==> src/rtl/mem_access_ctrl.sv <==
// Memory stage controller: takes EX/MEM fields, runs a req/ack access to a variable-latency
// data memory, stalls the pipeline until it completes, and feeds the MEM/WB register.
module mem_access_ctrl #(
  parameter int unsigned DATA_W  = 32,
  parameter int unsigned TIMEOUT = 16
) (
  input  logic              clk_i,
  input  logic              rst_i,
  input  logic [1:0]        wb_i,
  input  logic [1:0]        m_i,
  input  logic [DATA_W-1:0] alu_result_i,
  input  logic [DATA_W-1:0] write_data_i,
  input  logic [4:0]        reg_rd_i,
  output logic              mem_req_o,
  output logic              mem_we_o,
  output logic [DATA_W-1:0] mem_addr_o,
  output logic [DATA_W-1:0] mem_wdata_o,
  input  logic              mem_ack_i,
  input  logic [DATA_W-1:0] mem_rdata_i,
  output logic              stall_o,
  output logic [1:0]        wb_o,
  output logic [DATA_W-1:0] alu_result_o,
  output logic [4:0]        reg_rd_o,
  output logic [DATA_W-1:0] read_data_o,
  output logic              err_o
);

  localparam int unsigned CntW = (TIMEOUT > 2) ? $clog2(TIMEOUT) : 1;

  typedef enum logic [1:0] {StIdle, StBusy, StDone} state_e;

  state_e            state_q;
  logic [CntW-1:0]   cnt_q;
  logic              op, illegal, misaligned, bad, timeout_hit;

  assign op          = m_i[1] ^ m_i[0];
  assign illegal     = &m_i;
  assign misaligned  = op && (alu_result_i[1:0] != 2'b00);
  assign bad         = illegal || misaligned;
  assign timeout_hit = (cnt_q == CntW'(TIMEOUT - 1));

  assign alu_result_o = alu_result_i;
  assign reg_rd_o     = reg_rd_i;

  // Stall is forced low while reset is held, even if a valid op sits on the inputs.
  always_comb begin
    stall_o = 1'b0;
    if (rst_i) begin
      unique case (state_q)
        StIdle:  stall_o = op && !misaligned;
        StBusy:  stall_o = 1'b1;
        default: stall_o = 1'b0;
      endcase
    end
  end

  always_comb begin
    wb_o = wb_i;
    if (stall_o || (state_q == StIdle && bad)) wb_o = 2'b00;
  end

  always_ff @(posedge clk_i or negedge rst_i) begin
    if (!rst_i) begin
      state_q     <= StIdle;
      cnt_q       <= '0;
      mem_req_o   <= 1'b0;
      mem_we_o    <= 1'b0;
      mem_addr_o  <= '0;
      mem_wdata_o <= '0;
      read_data_o <= '0;
      err_o       <= 1'b0;
    end else begin
      err_o <= 1'b0;
      unique case (state_q)
        StIdle: begin
          if (bad) begin
            err_o <= 1'b1;
          end else if (op) begin
            mem_req_o   <= 1'b1;
            mem_we_o    <= m_i[0];
            mem_addr_o  <= alu_result_i;
            mem_wdata_o <= write_data_i;
            cnt_q       <= '0;
            state_q     <= StBusy;
          end
        end
        StBusy: begin
          cnt_q <= cnt_q + CntW'(1);
          // Ack takes priority over a timeout landing in the same cycle.
          if (mem_ack_i) begin
            if (!mem_we_o) read_data_o <= mem_rdata_i;
            mem_req_o <= 1'b0;
            state_q   <= StDone;
          end else if (timeout_hit) begin
            if (!mem_we_o) read_data_o <= '0;
            mem_req_o <= 1'b0;
            err_o     <= 1'b1;
            state_q   <= StDone;
          end
        end
        StDone: state_q <= StIdle;
        default: state_q <= StIdle;
      endcase
    end
  end

endmodule

==> config.mk <==
export PLATFORM = sky130hd
export DESIGN_NAME = mem_access_ctrl
export DESIGN_NICKNAME = d
export VERILOG_FILES = /design/src/rtl/mem_access_ctrl.sv
export SDC_FILE = /design/constraint.sdc
export NUM_CORES = 1
export LEC_CHECK = 0
export BUFFER_PORTS_ARGS = -buffer_cell sky130_fd_sc_hd__buf_4
export CAP_MARGIN = 20
export CORE_UTILIZATION = 45
export CTS_CLUSTER_DIAMETER = 30
export DETAILED_ROUTE_END_ITERATION = 16
export GPL_ROUTABILITY_DRIVEN = 0
export GPL_TIMING_DRIVEN = 0
export PLACE_DENSITY = 0.77
export SLEW_MARGIN = 20
export SYNTH_ARGS = -nofsm -noshare
export SYNTH_HDL_FRONTEND = slang
export SYNTH_SLANG_ARGS = --single-unit
==> constraint.sdc <==
create_clock -name clk_i -period 2.9 [get_ports clk_i]
set_clock_uncertainty 0.15 [all_clocks]
set_input_delay 0.435 -clock clk_i [delete_from_list [all_inputs] [get_ports clk_i]]
set_output_delay 0.435 -clock clk_i [all_outputs]
set_load 0.05 [all_outputs]
[Word level (Yosys, flattened, before mapping)]
Cells that the tools add are included.
Word-level totals
  bits in writable memories: 0
  memory bits (read-only): 0
  bits in latches: 0
  register bits after elaboration: 105
  memories kept: 0
Operators by class
  bitwise logic cells: 2
  muxes and demuxes: 24
  $mul: 0
  add/subtract/negate cells: 1
  $lt $le $gt $ge: 0
  div/mod/pow operators: 0
  equality and inequality tests: 7
  shift-type cells: 0
  reduce and logical (&&, ||, !) cells: 16
Operator list (number)
  $mux W32: 4
  $mux W2: 5
  $reduce_and A3 Y1: 3
  $mux W1: 8
  $mux W4: 2
  $ne A2 B2 Y1 const B: 4
  $pmux W4 S2: 1
  $reduce_and A4 Y1: 2
  $pmux W1 S2: 3
  $reduce_bool A2 Y1: 3
  $add A4 B1 Y4 const B: 1
  $eq A4 B4 Y1 const B: 1
  $pmux W2 S2: 1
  $logic_and A1 B1 Y1: 3
  $ne A3 B3 Y1 const B: 1
  $eq A2 B1 Y1 const B: 1
  $logic_not A2 Y1: 1
  $logic_or A1 B1 Y1: 2
  $reduce_and A2 Y1: 1
  $logic_not A1 Y1: 1
  $not A1 Y1: 1
  $xor A1 B1 Y1: 1

[Logic depth before layout (Yosys ltp)]
Gate-level depths: netlist (run 1).
  depth after elaboration: 8
  mapped depth: 6
  gate-level depth less buffers: 4

[Worst setup path after synthesis (run 1)]
OpenSTA, ideal clock, no wires.
  path type: in2out
  start: input m_i[0]
  end: output stall_o
  path buffers: 0
  slack: 0.399 ns
  stages: 3
  required time: 2.315 ns
  arrival time: 1.916 ns
  cell sequence: ha_1 > a21oi_1 > nor3_1
On the way
  cells in the longest elaborated chain, start to end: 6
RTL lines
  start, declared: RTL line 10  | input logic [1:0] m_i,
  $xor A1 B1 Y1 *: RTL line 36  | assign op = m_i[1] ^ m_i[0];
  $logic_and A1 B1 Y1: RTL line 38  | assign misaligned = op && (alu_result_i[1:0] != 2'b00);
  $logic_not A1 Y1: RTL line 50  | StIdle: stall_o = op && !misaligned;
  $logic_and A1 B1 Y1 *: RTL line 50
  $pmux W1 S2 *: RTL line 49  | unique case (state_q)
  $mux W1 *: RTL line 48  | if (rst_i) begin
  end, declared: RTL line 20  | output logic stall_o,
Mark *: on every way between the ends. The rest lies on a longest branch, timed or not.

[Final worst setup path (run 1)]
  start: input rst_i
  end: output wb_o[1]
On the way
  cells in the longest elaborated chain, start to end: 3
RTL lines
  start, declared: RTL line 8  | input logic rst_i,
  $mux W1: RTL line 48
  $logic_or A1 B1 Y1: RTL line 59  | if (stall_o || (state_q == StIdle && bad)) wb_o = 2'b00;
  $mux W2: RTL line 59
  end, declared: RTL line 21  | output logic [1:0] wb_o,
No other way between the ends.

==> reports/results.tsv, run 1 <==
stage	metric	value	unit
run_status	run status	finished, violations left	
run_status	failing checks	negative hold slack	
critical_path	Startpoint Class	input pin	
yosys	most numerous cell types in the synthesized netlist	105 x sky130_fd_sc_hd__dfrtp_1, 50 x sky130_fd_sc_hd__mux2_2, 38 x sky130_fd_sc_hd__buf_4	
sta	pins over their slew limit	0	
place	total placed instance area	0.00634	mm²
pwr	Sw Pwr	2.94	mW
yosys	net count after synthesis	401	
global_routing	first-pass GRT wire length	16000	µm
yosys	#FFs+latches synth	105	
yosys	ranking of synthesized cells by area	sky130_fd_sc_hd__dfrtp_1 60%, sky130_fd_sc_hd__mux2_2 13%, sky130_fd_sc_hd__a22o_1 6.8%	
sta	number of hold violations in the final report	105	
sta	shortest period the worst path allows	2.51	ns
critical_path	Cell Chain, Critical Path	buf_12 -> inv_1 -> a2111oi_1 -> nor2b_1 -> buf_4	
sta	Least-Margin Pin Slew	0.569	ns
clock_tree	Clk pin slew, worst setup/hold paths	0.10	ns
clock_tree	clock tree from TritonCTS	done	
yosys	most instantiated library cell after synthesis	sky130_fd_sc_hd__dfrtp_1	
pwr	Static Leak	3.43	nW
run	number of max-capacitance violations reported	0	
floorplan	Core Area	0.00933	mm²
yosys	number of synthesized flops with an enable pin	0	
critical_path	data arrival time of the critical path	1.93	ns
pwr	Combinational Power Share	51.8	%
clock_tree	# H-tree levels	3	
routing	first-pass iteration count of the detailed router	4	
critical_path	worst-path cell with the longest stage delay	sky130_fd_sc_hd__a2111oi_1	
global_routing	GRT Resource Usage Total	20.8	%
critical_path	kind of cell adding the most delay to the critical path	buffers and inverters	
finish	number of standard cells in the layout, taps in and fillers out	676	
yosys	Seq/Total Area, Yosys	60.2	%
worst_hold_path	Hold Path Class	input pin to async pin	
floorplan	die area	0.0101	mm²
yosys	Yosys top cell by area	sky130_fd_sc_hd__dfrtp_1	
routing	number of design rule violations left after detail routing	0	
floorplan	die extent in y	100	µm
clock_tree	clock root buffer	sky130_fd_sc_hd__clkbuf_8	
critical_path	maximum net fanout on the critical path	107	
yosys	portion of synthesized cell area occupied by the leading cell type	60.2	%
routing	total number of vias	3248	
yosys	Netlist Area Pre-Place	0.00437	mm²
routing	routed via count divided by cell count	4.80	
global_routing	maximum number of pins on one net before global-route repair	108	
clock_tree	setup bufs post-CTS	0	
global_routing	vias in the first global route	3142	
sta	unrepaired setup endpoints after global routing	false	
finish	final design area excluding fillers	0.00655	mm²
pwr	internal cell power	3.48	mW
critical_path	Worst EP required	2.32	ns
sta	Total Neg Setup Slack	0	ns
critical_path	maximum cell stage delay along the critical path	0.61	ns
clock_tree	TritonCTS Buffers	9	
clock_tree	Clock Sink Count	105	
clock_tree	clk_lat worst skew	0.35	ns
yosys	number of instances in the synthesized netlist	291	
finish	antenna cell count	0	
floorplan	number of rows created at floorplan	35	
pwr	proportion of power drawn by flip-flops and latches	34.1	%
clock_tree	Max clock buf depth	2	
yosys	share of async-settable or async-resettable flops after synthesis	100	%
pwr	power density of the placed cells	980	mW/mm²
finish	Final #Nets	653	
finish	layout cells sized above 1	68.7	%
sta	final critical-path share of the clock period	86.6	%
global_routing	overflow left after global routing	0	
pwr	Power, Total	6.41	mW
critical_path	kind of end point of the critical path	output pin	
floorplan	initial standard-cell utilization of the core	46.8	%
yosys	count of distinct cell types in the synthesized netlist	33	
yosys	synthesis warning total	0	
critical_path	number of buffer and inverter stages on the critical path	3	
pwr	power share of the clock group	14.0	%
place	I/O Buffers	241	
sta	setup violation total in the final timing report	0	
yosys	Top FF cell, synth	sky130_fd_sc_hd__dfrtp_1	
sta	worst hold-check slack	-0.134	ns
yosys	average footprint of a synthesized cell	15.0	µm²
sta	worst rel slew slack	62.0	%
finish	synth-to-layout area growth	49.9	%
sta	Max Freq	0.398	GHz
place	count of placed standard cells including taps	661	
critical_path	R2R Setup Slk	1.07	ns
critical_path	critical path class	input pin to output pin	
routing	average routed wire per standard cell	15.7	µm
routing	total wire length after detailed routing	10600	µm
floorplan	die extent in x	100	µm
routing	number of DRC markers after the initial detailed-route iteration	145	
finish	utilization after layout	70.2	%
place	hpwl dp	8160	µm
pwr	net switching share of the total power	45.8	%
global_routing	antenna violations before repair	0	
floorplan	top-level port count	247	
routing	Post-DRT Antenna Nets	0	
pwr	worst-case vdd ir drop	0.554	mV
-- worst reg2reg max path: stages (launching register included) --
cell	delay, ns
sky130_fd_sc_hd__dfrtp_1	0.39
sky130_fd_sc_hd__ha_1	0.21
sky130_fd_sc_hd__a31oi_1	0.15
sky130_fd_sc_hd__or3_1	0.32
sky130_fd_sc_hd__buf_2	0.17
sky130_fd_sc_hd__buf_6	0.15
sky130_fd_sc_hd__a22o_1	0.19
-- cells in the final DEF (no fill, tap or decap), drive strengths merged --
cell / count
clkbuf: 11
nand4b: 2
inv: 1
a31oi: 1
clkinvlp: 2
clkinv: 1
a22o: 34
mux2: 65
bufinv: 1
or3: 1
and2b: 1
nor3b: 2
o21bai: 1
nand2b: 1
ha: 2
nor2: 4
nand3: 1
a21o: 1
dfrtp: 105
nor4b: 1
a221oi: 1
a21oi: 1
nor4: 1
a21boi: 1
and2: 2
nor2b: 2
buf: 293
a2111oi: 1
o21ai: 2
nor3: 2
nand2: 3
-- flip-flops by register name, summed over array words and instances (netlist names) --
name	cells
state_q	2
read_data_o	32
mem_req_o	1
mem_we_o	1
mem_addr_o	32
err_o	1
cnt_q	4
mem_wdata_o	32
-- cells by family (layout without fill, tap and decap cells) --
| group | count (synthesis) | count (layout) | synth area share, % |
|---|---|---|---|
| flops | 105 | 105 | 60.2 |
| buf+inv | 53 | 309 | 9.09 |
| fa+ha+maj | 2 | 2 | 0.573 |
| mux | 65 | 65 | 18.1 |
| simple gates | 23 | 23 | 3.87 |
| compound gates | 43 | 43 | 8.23 |
-- worst paths after layout --
path,from,to,depth (start not counted)
max,rst_i,wb_o[1],5
min,rst_i,mem_wdata_o[17],1
max reg2reg,cnt_q[1],read_data_o[5],6
min reg2reg,mem_addr_o[0],mem_addr_o[0],1
max in group asynchronous,rst_i,read_data_o[22],1
min in group clk_i,mem_rdata_i[15],read_data_o[15],2
-- through the flow --
step	setup WS (ns)	hold slack, ns
after detailed placement	-0.207	0.327
after global routing	0.0410	-0.0795
after floorplan	0.399	-0.0106
after global placement	-0.558	0.322
after CTS	0.148	-0.106
final	0.389	-0.134
-- final cells by class --
cell class	count	area [µm²]
tap	129	161
timing repair buffer	241	1820
multi-input combinational	133	1340
sequential	105	2630
clock buffer	11	141
inverter	1	3.75
buffer	52	393
fill	714	2780
clock inverter	4	53.8
-- power groups by stage --
| stage | Sequential [mW] | Combinational (mW) | Clock [mW] |
|---|---|---|---|
| 6_report | 2.19 | 3.32 | 0.900 |
| 5_1_grt | 2.25 | 3.44 | 0.977 |
| 4_1_cts | 2.19 | 3.35 | 0.934 |
| 3_5_place_dp | 2.21 | 3.34 | 0 |
| 3_3_place_gp | 2.19 | 3.31 | 0 |
| 2_1_floorplan | 3.77 | 0.673 | 0 |
-- metal layers --
metal | up-vias | track usage (%) | wire [µm]
li1 | 1505 | - | -
met1 | 1574 | 24.5 | 4120
met2 | 155 | 35.8 | 5440
met3 | 14 | 6.59 | 887
met4 | 0 | 7.25 | 184
met5 | - | 0 | 0
-- what timing repair did --
item / CTS / global route
endpoints found under the setup margin: 2 / 2
cloned: 0 / 0
gates resized for setup: 2 / 1
endpoints found under the hold margin: 105 / 105
Note: power is estimated with default switching activity, not from simulation.
==> inputs of run 2 (changes only) <==
Settings changed: BUFFER_PORTS_ARGS -buffer_cell sky130_fd_sc_hd__buf_4 to -buffer_cell sky130_fd_sc_hd__buf_2.
==> run 2 against run 1 <==
Against the previous run: the flow now finishes without violations; final area fell by 7.4%; combinational power fell by 9.3%; clock power fell by 2%; non-clock buffer count rose by 5; first-iteration DRC count fell by 33%; sequential cell count did not move; setup slack improved by 0.16 ns.
==> reports/results.tsv, run 2 (synthesized netlist as in run 1, its figures left out) <==
stage	metric	value	unit	change
run_status	run status	completed		
critical_path	Worst EP required	2.32	ns	about the same
sta	Max Freq	0.425	GHz	+6.7%
routing	first-pass iteration count of the detailed router	5		+1
floorplan	die extent in y	100	µm	unchanged
sta	final setup slack of the worst path	0.546	ns	+0.158 ns
sta	worst rel slew slack	70.7	%	+8.7 points
routing	total number of vias	3274		+0.80%
sta	number of hold violations in the final report	0		-100%
clock_tree	Clk pin slew, worst setup/hold paths	0.09	ns	about the same
sta	setup violation total in the final timing report	0		unchanged
global_routing	overflow left after global routing	0		unchanged
floorplan	number of rows created at floorplan	35		unchanged
finish	final design area excluding fillers	0.00606	mm²	-7.4%
critical_path	kind of end point of the critical path	output pin		
routing	number of DRC markers after the initial detailed-route iteration	97		-33%
critical_path	maximum net fanout on the critical path	5		-95%
sta	final critical-path share of the clock period	81.2	%	-5.4 points
place	I/O Buffers	241		unchanged
global_routing	first-pass GRT wire length	15800	µm	-1.2%
sta	shortest period the worst path allows	2.35	ns	-0.158 ns
sta	unrepaired setup endpoints after global routing	false		
routing	average routed wire per standard cell	14.8	µm	-6.0%
floorplan	initial standard-cell utilization of the core	46.8	%	unchanged
floorplan	die extent in x	100	µm	unchanged
critical_path	cell depth of the worst flop-to-flop path	6		unchanged
global_routing	antenna violations before repair	0		unchanged
pwr	worst-case vdd ir drop	0.474	mV	-14%
sta	worst hold-check slack	0.0153	ns	+0.149 ns
clock_tree	Max clock buf depth	2		unchanged
sta	pins over their slew limit	0		unchanged
clock_tree	clock root buffer	sky130_fd_sc_hd__clkbuf_8		
critical_path	data arrival time of the critical path	1.77	ns	-0.16 ns
routing	total wire length after detailed routing	10100	µm	-5.4%
clock_tree	clk_lat worst skew	0.35	ns	about the same
floorplan	Core Area	0.00933	mm²	unchanged
global_routing	GRT Resource Usage Total	20.3	%	-0.46 points
global_routing	maximum number of pins on one net before global-route repair	57		-47%
critical_path	critical path class	input pin to output pin		
finish	synth-to-layout area growth	38.8	%	
clock_tree	Clock Sink Count	105		unchanged
pwr	Static Leak	3.31	nW	-3.6%
finish	Final #Nets	658		+0.77%
floorplan	die area	0.0101	mm²	unchanged
finish	most common cell after layout, fill and taps aside	sky130_fd_sc_hd__buf_2		
run	number of max-capacitance violations reported	0		unchanged
sta	Least-Margin Pin Slew	0.439	ns	-0.130 ns
clock_tree	clock tree from TritonCTS	done		
clock_tree	setup bufs post-CTS	0		unchanged
critical_path	Startpoint Class	input pin		
finish	largest registers in the final layout	mem_addr_o x32, mem_wdata_o x32, read_data_o x32		
routing	Post-DRT Antenna Nets	0		unchanged
finish	antenna cell count	0		unchanged
clock_tree	TritonCTS Buffers	9		unchanged
place	hpwl dp	7760	µm	-4.9%
finish	commonest non-fill, non-tap cells in the layout	248 x sky130_fd_sc_hd__buf_2, 105 x sky130_fd_sc_hd__dfrtp_1, 50 x sky130_fd_sc_hd__mux2_2, 38 x sky130_fd_sc_hd__buf_4, 34 x sky130_fd_sc_hd__a22o_1		
worst_hold_path	Hold Path Class	input pin to async pin		
place	worst setup slack after placement	-0.252	ns	-0.0454 ns
routing	number of design rule violations left after detail routing	0		unchanged
place	total placed instance area	0.00577	mm²	-9.0%
pwr	power density of the placed cells	1000	mW/mm²	+2.1%
finish	layout cells sized above 1	69.0	%	+0.28 points
routing	routed via count divided by cell count	4.81		about the same
floorplan	top-level port count	247		unchanged
global_routing	vias in the first global route	3263		+3.9%
clock_tree	# H-tree levels	3		unchanged
[run 2: layout make-up]
type                            count  area (µm²)
Sequential cell                   105        2630
Buffer                             52         393
Fill cell                         740        3270
Clock buffer                       11         141
Timing Repair Buffer              246        1330
Clock inverter                      4        52.6
Inverter                            1        3.75
Tap cell                          129         161
Multi-Input combinational cell    133        1350
[run 2: power breakdown]
| group | internal, mW | total [mW] | switching (mW) |
|---|---|---|---|
| Sequential | 1.92 | 2.16 | 0.240 |
| Clock | 0.422 | 0.885 | 0.463 |
| Combinational | 0.827 | 3.01 | 2.18 |
[run 2: metal layers]
| layer | track usage (%) | wire length (µm) | up-vias | share of wire [%] |
|---|---|---|---|---|
| met5 | 0 | 0 | - | 0 |
| met4 | 7.25 | 139 | 0 | 1.4 |
| met3 | 4.79 | 673 | 11 | 6.7 |
| met2 | 36.4 | 5260 | 138 | 52 |
| met1 | 23.8 | 3990 | 1610 | 40 |
| li1 | - | - | 1515 | - |
[run 2: path summary, 6_finish.rpt]
kind,slack [ns],end,from
max,0.55,wb_o[1],m_i[0]
min,0.02,read_data_o[19],rst_i
max reg2reg,1.02,read_data_o[11],cnt_q[0]
min reg2reg,0.34,mem_addr_o[0],mem_addr_o[0]
max in group asynchronous,1.70,mem_addr_o[15],rst_i
min in group clk_i,0.15,read_data_o[3],mem_rdata_i[3]
[run 2: critical path, stage by stage]
cell and delay [ns]:
sky130_fd_sc_hd__buf_2 0.11, sky130_fd_sc_hd__ha_1 0.40, sky130_fd_sc_hd__nor3_1 0.09, sky130_fd_sc_hd__a2111oi_2 0.42, sky130_fd_sc_hd__nor2b_1 0.09, sky130_fd_sc_hd__buf_2 0.22
[run 2: timing repair]
item / in CTS / in global routing
gates resized for setup: 2 / 0
endpoints found under the setup margin: 2 / 0
endpoints found under the hold margin: 49 / 0
hold buffers: 4 / 0
[run 2: metrics by stage]
stage	util [%]	setup TNS [ns]	total power, mW	cells
3_3_place_gp	61.5	-3.24	5.13	661
2_1_floorplan	-	0	4.44	291
5_1_grt	65.0	0	6.33	681
4_1_cts	65.0	0	6.12	681
3_5_place_dp	61.8	-0.483	5.20	662
6_report	65.0	0	6.06	681
==> inputs of run 3 (changes only) <==
Settings changed: CORE_UTILIZATION 45 to 44, PLACE_DENSITY 0.77 to 0.76.
Clock period 2.9 ns to 2.3 ns, I/O delays scaled along.
==> run 3 against run 2 <==
Against the previous run: combinational power rose by 26%; critical endpoint is now wb_o[0]; largest power group unchanged; largest cell class unchanged; hold slack improved by 0.038 ns; die area rose by 2.2%; setup slack got worse by 0.39 ns; highest routed layer unchanged; sequential cell count did not move.
==> reports/results.tsv, run 3 (synthesized netlist as in run 1, its figures left out) <==
stage	metric	value	unit	change
run_status	run status	completed		
global_routing	vias in the first global route	3177		-2.6%
routing	routed via count divided by cell count	4.79		-0.40%
sta	Max Freq	0.466	GHz	
routing	average routed wire per standard cell	15.2	µm	+3.0%
pwr	power density of the placed cells	1260	mW/mm²	+26%
finish	utilization after layout	63.8	%	-1.1 points
floorplan	die extent in x	102	µm	+1.1%
global_routing	antenna violations before repair	0		unchanged
critical_path	critical path class	flop to output pin		
routing	total number of vias	3256		-0.55%
pwr	worst-case vdd ir drop	0.701	mV	+48%
finish	layout cells sized above 1	69.5	%	+0.49 points
routing	number of design rule violations left after detail routing	0		unchanged
pwr	net switching share of the total power	48.8	%	+1.2 points
place	hpwl dp	7800	µm	+0.50%
pwr	Sw Pwr	3.68	mW	+28%
floorplan	die area	0.0103	mm²	+2.2%
routing	total wire length after detailed routing	10300	µm	+2.8%
critical_path	Startpoint Class	flop		
pwr	power share of the clock group	13.5	%	-1.1 points
run	number of max-capacitance violations reported	0		unchanged
floorplan	initial standard-cell utilization of the core	46.4	%	-0.44 points
clock_tree	TritonCTS Buffers	9		unchanged
routing	first-pass iteration count of the detailed router	4		-1
critical_path	kind of end point of the critical path	output pin		
place	total placed instance area	0.00577	mm²	about the same
sta	number of hold violations in the final report	0		unchanged
clock_tree	setup bufs post-CTS	0		unchanged
critical_path	data arrival time of the critical path	1.65	ns	-0.12 ns
sta	worst rel slew slack	76.1	%	+5.4 points
critical_path	Worst EP required	1.80	ns	-0.52 ns
critical_path	Cell Chain, Critical Path	buf_4 -> nor3_2 -> a2111oi_4 -> nor2b_1 -> buf_2		
finish	most common cell after layout, fill and taps aside	sky130_fd_sc_hd__buf_2		
sta	pins over their slew limit	0		unchanged
critical_path	maximum net fanout on the critical path	9		+4
finish	largest registers in the final layout	mem_addr_o x32, mem_wdata_o x32, read_data_o x32		
sta	shortest period the worst path allows	2.15	ns	
pwr	proportion of power drawn by flip-flops and latches	36.2	%	+0.5 points
sta	setup violation total in the final timing report	0		unchanged
clock_tree	Clock Sink Count	105		unchanged
sta	Least-Margin Pin Slew	0.358	ns	-0.0812 ns
global_routing	maximum number of pins on one net before global-route repair	56		-1.8%
place	I/O Buffers	241		unchanged
pwr	internal cell power	3.86	mW	+22%
global_routing	first-pass GRT wire length	15700	µm	-0.48%
clock_tree	# H-tree levels	3		unchanged
worst_hold_path	Hold Path Class	input pin to flop		
clock_tree	clock tree from TritonCTS	done		
finish	commonest non-fill, non-tap cells in the layout	248 x sky130_fd_sc_hd__buf_2, 105 x sky130_fd_sc_hd__dfrtp_1, 50 x sky130_fd_sc_hd__mux2_2, 38 x sky130_fd_sc_hd__buf_4, 34 x sky130_fd_sc_hd__a22o_1		
floorplan	die extent in y	102	µm	+1.1%
finish	Final #Nets	656		-0.30%
routing	Post-DRT Antenna Nets	0		unchanged
pwr	Static Leak	3.27	nW	-1.1%
clock_tree	clock root buffer	sky130_fd_sc_hd__clkbuf_8		
floorplan	Core Area	0.00942	mm²	+0.94%
critical_path	worst-path cell with the longest stage delay	sky130_fd_sc_hd__dfrtp_1		
sta	final critical-path share of the clock period	93.3	%	
routing	number of DRC markers after the initial detailed-route iteration	102		+5.2%
floorplan	top-level port count	247		unchanged
finish	antenna cell count	0		unchanged
finish	synth-to-layout area growth	37.7	%	
global_routing	overflow left after global routing	0		unchanged
finish	final design area excluding fillers	0.00601	mm²	-0.83%
global_routing	GRT Resource Usage Total	20.0	%	-0.32 points
clock_tree	Max clock buf depth	2		unchanged
sta	unrepaired setup endpoints after global routing	false		
clock_tree	clk_lat worst skew	0.35	ns	about the same
pwr	Combinational Power Share	50.2	%	+0.5 points
critical_path	maximum cell stage delay along the critical path	0.37	ns	-0.05 ns
clock_tree	Clk pin slew, worst setup/hold paths	0.11	ns	+0.02 ns
floorplan	number of rows created at floorplan	35		unchanged
## run 3: changes by cell type in the layout (fill, tap and decap cells not counted), moves of 2 or more
cell,delta
sky130_fd_sc_hd__clkinvlp_4,+2
sky130_fd_sc_hd__nor3_2,+2
sky130_fd_sc_hd__buf_16,-2
sky130_fd_sc_hd__nor3_1,-2
## run 3: worst paths after layout
| check | start | endpoint | slack [ns] | cells after the start |
|---|---|---|---|---|
| worst min-delay path | mem_rdata_i[23] | read_data_o[23] | 0.05 | 2 |
| min in group asynchronous | rst_i | cnt_q[2] | 0.61 | 3 |
| max in group asynchronous | rst_i | mem_addr_o[14] | 1.13 | 3 |
| worst max register to register | cnt_q[0] | read_data_o[19] | 0.47 | 6 |
| worst max-delay path | state_q[0] | wb_o[0] | 0.15 | 5 |
| worst min register to register | mem_addr_o[1] | mem_addr_o[1] | 0.34 | 1 |
## run 3: layer usage
metal  share of wire (%)  routed length (µm)  track usage, %
met2                  54                5560            35.7
met4                 2.1                 216            8.36
met5                   0                   0               0
met3                 5.3                 545            3.59
met1                  39                4030            23.7
## run 3: stage by stage
step	hold slack (ns)	instances	power, mW	worst slack [ns]	TNS, ns
global placement	0.317	661	6.48	-1.81	-42.92
global route	0.0242	680	7.87	0.0390	0
floorplan	-0.101	291	5.60	0.140	0
detailed placement	0.178	662	6.55	-0.327	-0.633
CTS	0.0362	680	7.60	0.0550	0
finish	0.0533	680	7.54	0.153	0
## run 3: power groups by stage
stage	logic (mW)	registers (mW)	clock network, mW
6_report	3.79	2.73	1.02
2_1_floorplan	0.849	4.75	0
3_3_place_gp	3.75	2.73	0
3_5_place_dp	3.79	2.76	0
5_1_grt	3.94	2.81	1.13
4_1_cts	3.81	2.73	1.05
## run 3: critical path: cells and delay by family, from the launching register on
| kind | cells | cell delay (ns) |
|---|---|---|
| buffers and inverters | 2 | 0.45 |
| and+or+nand+nor | 2 | 0.40 |
| AOI/OAI and AO/OA | 1 | 0.09 |
| DFF | 1 | 0.37 |
## run 3: cell type report
class | count | area, µm²
multi-input combinational | 133 | 1380
inverter | 1 | 3.75
buffer | 52 | 393
timing repair buffer | 244 | 1280
tap | 129 | 161
clock inverter | 6 | 42.5
fill | 749 | 3410
clock buffer | 10 | 128
sequential | 105 | 2630
## run 3: repair_timing
item / in CTS / in global routing
resized for setup: 2 / 3
hold endpoints to repair: 50 / 0
endpoints found under the setup margin: 2 / 2
hold buffers: 2 / 0
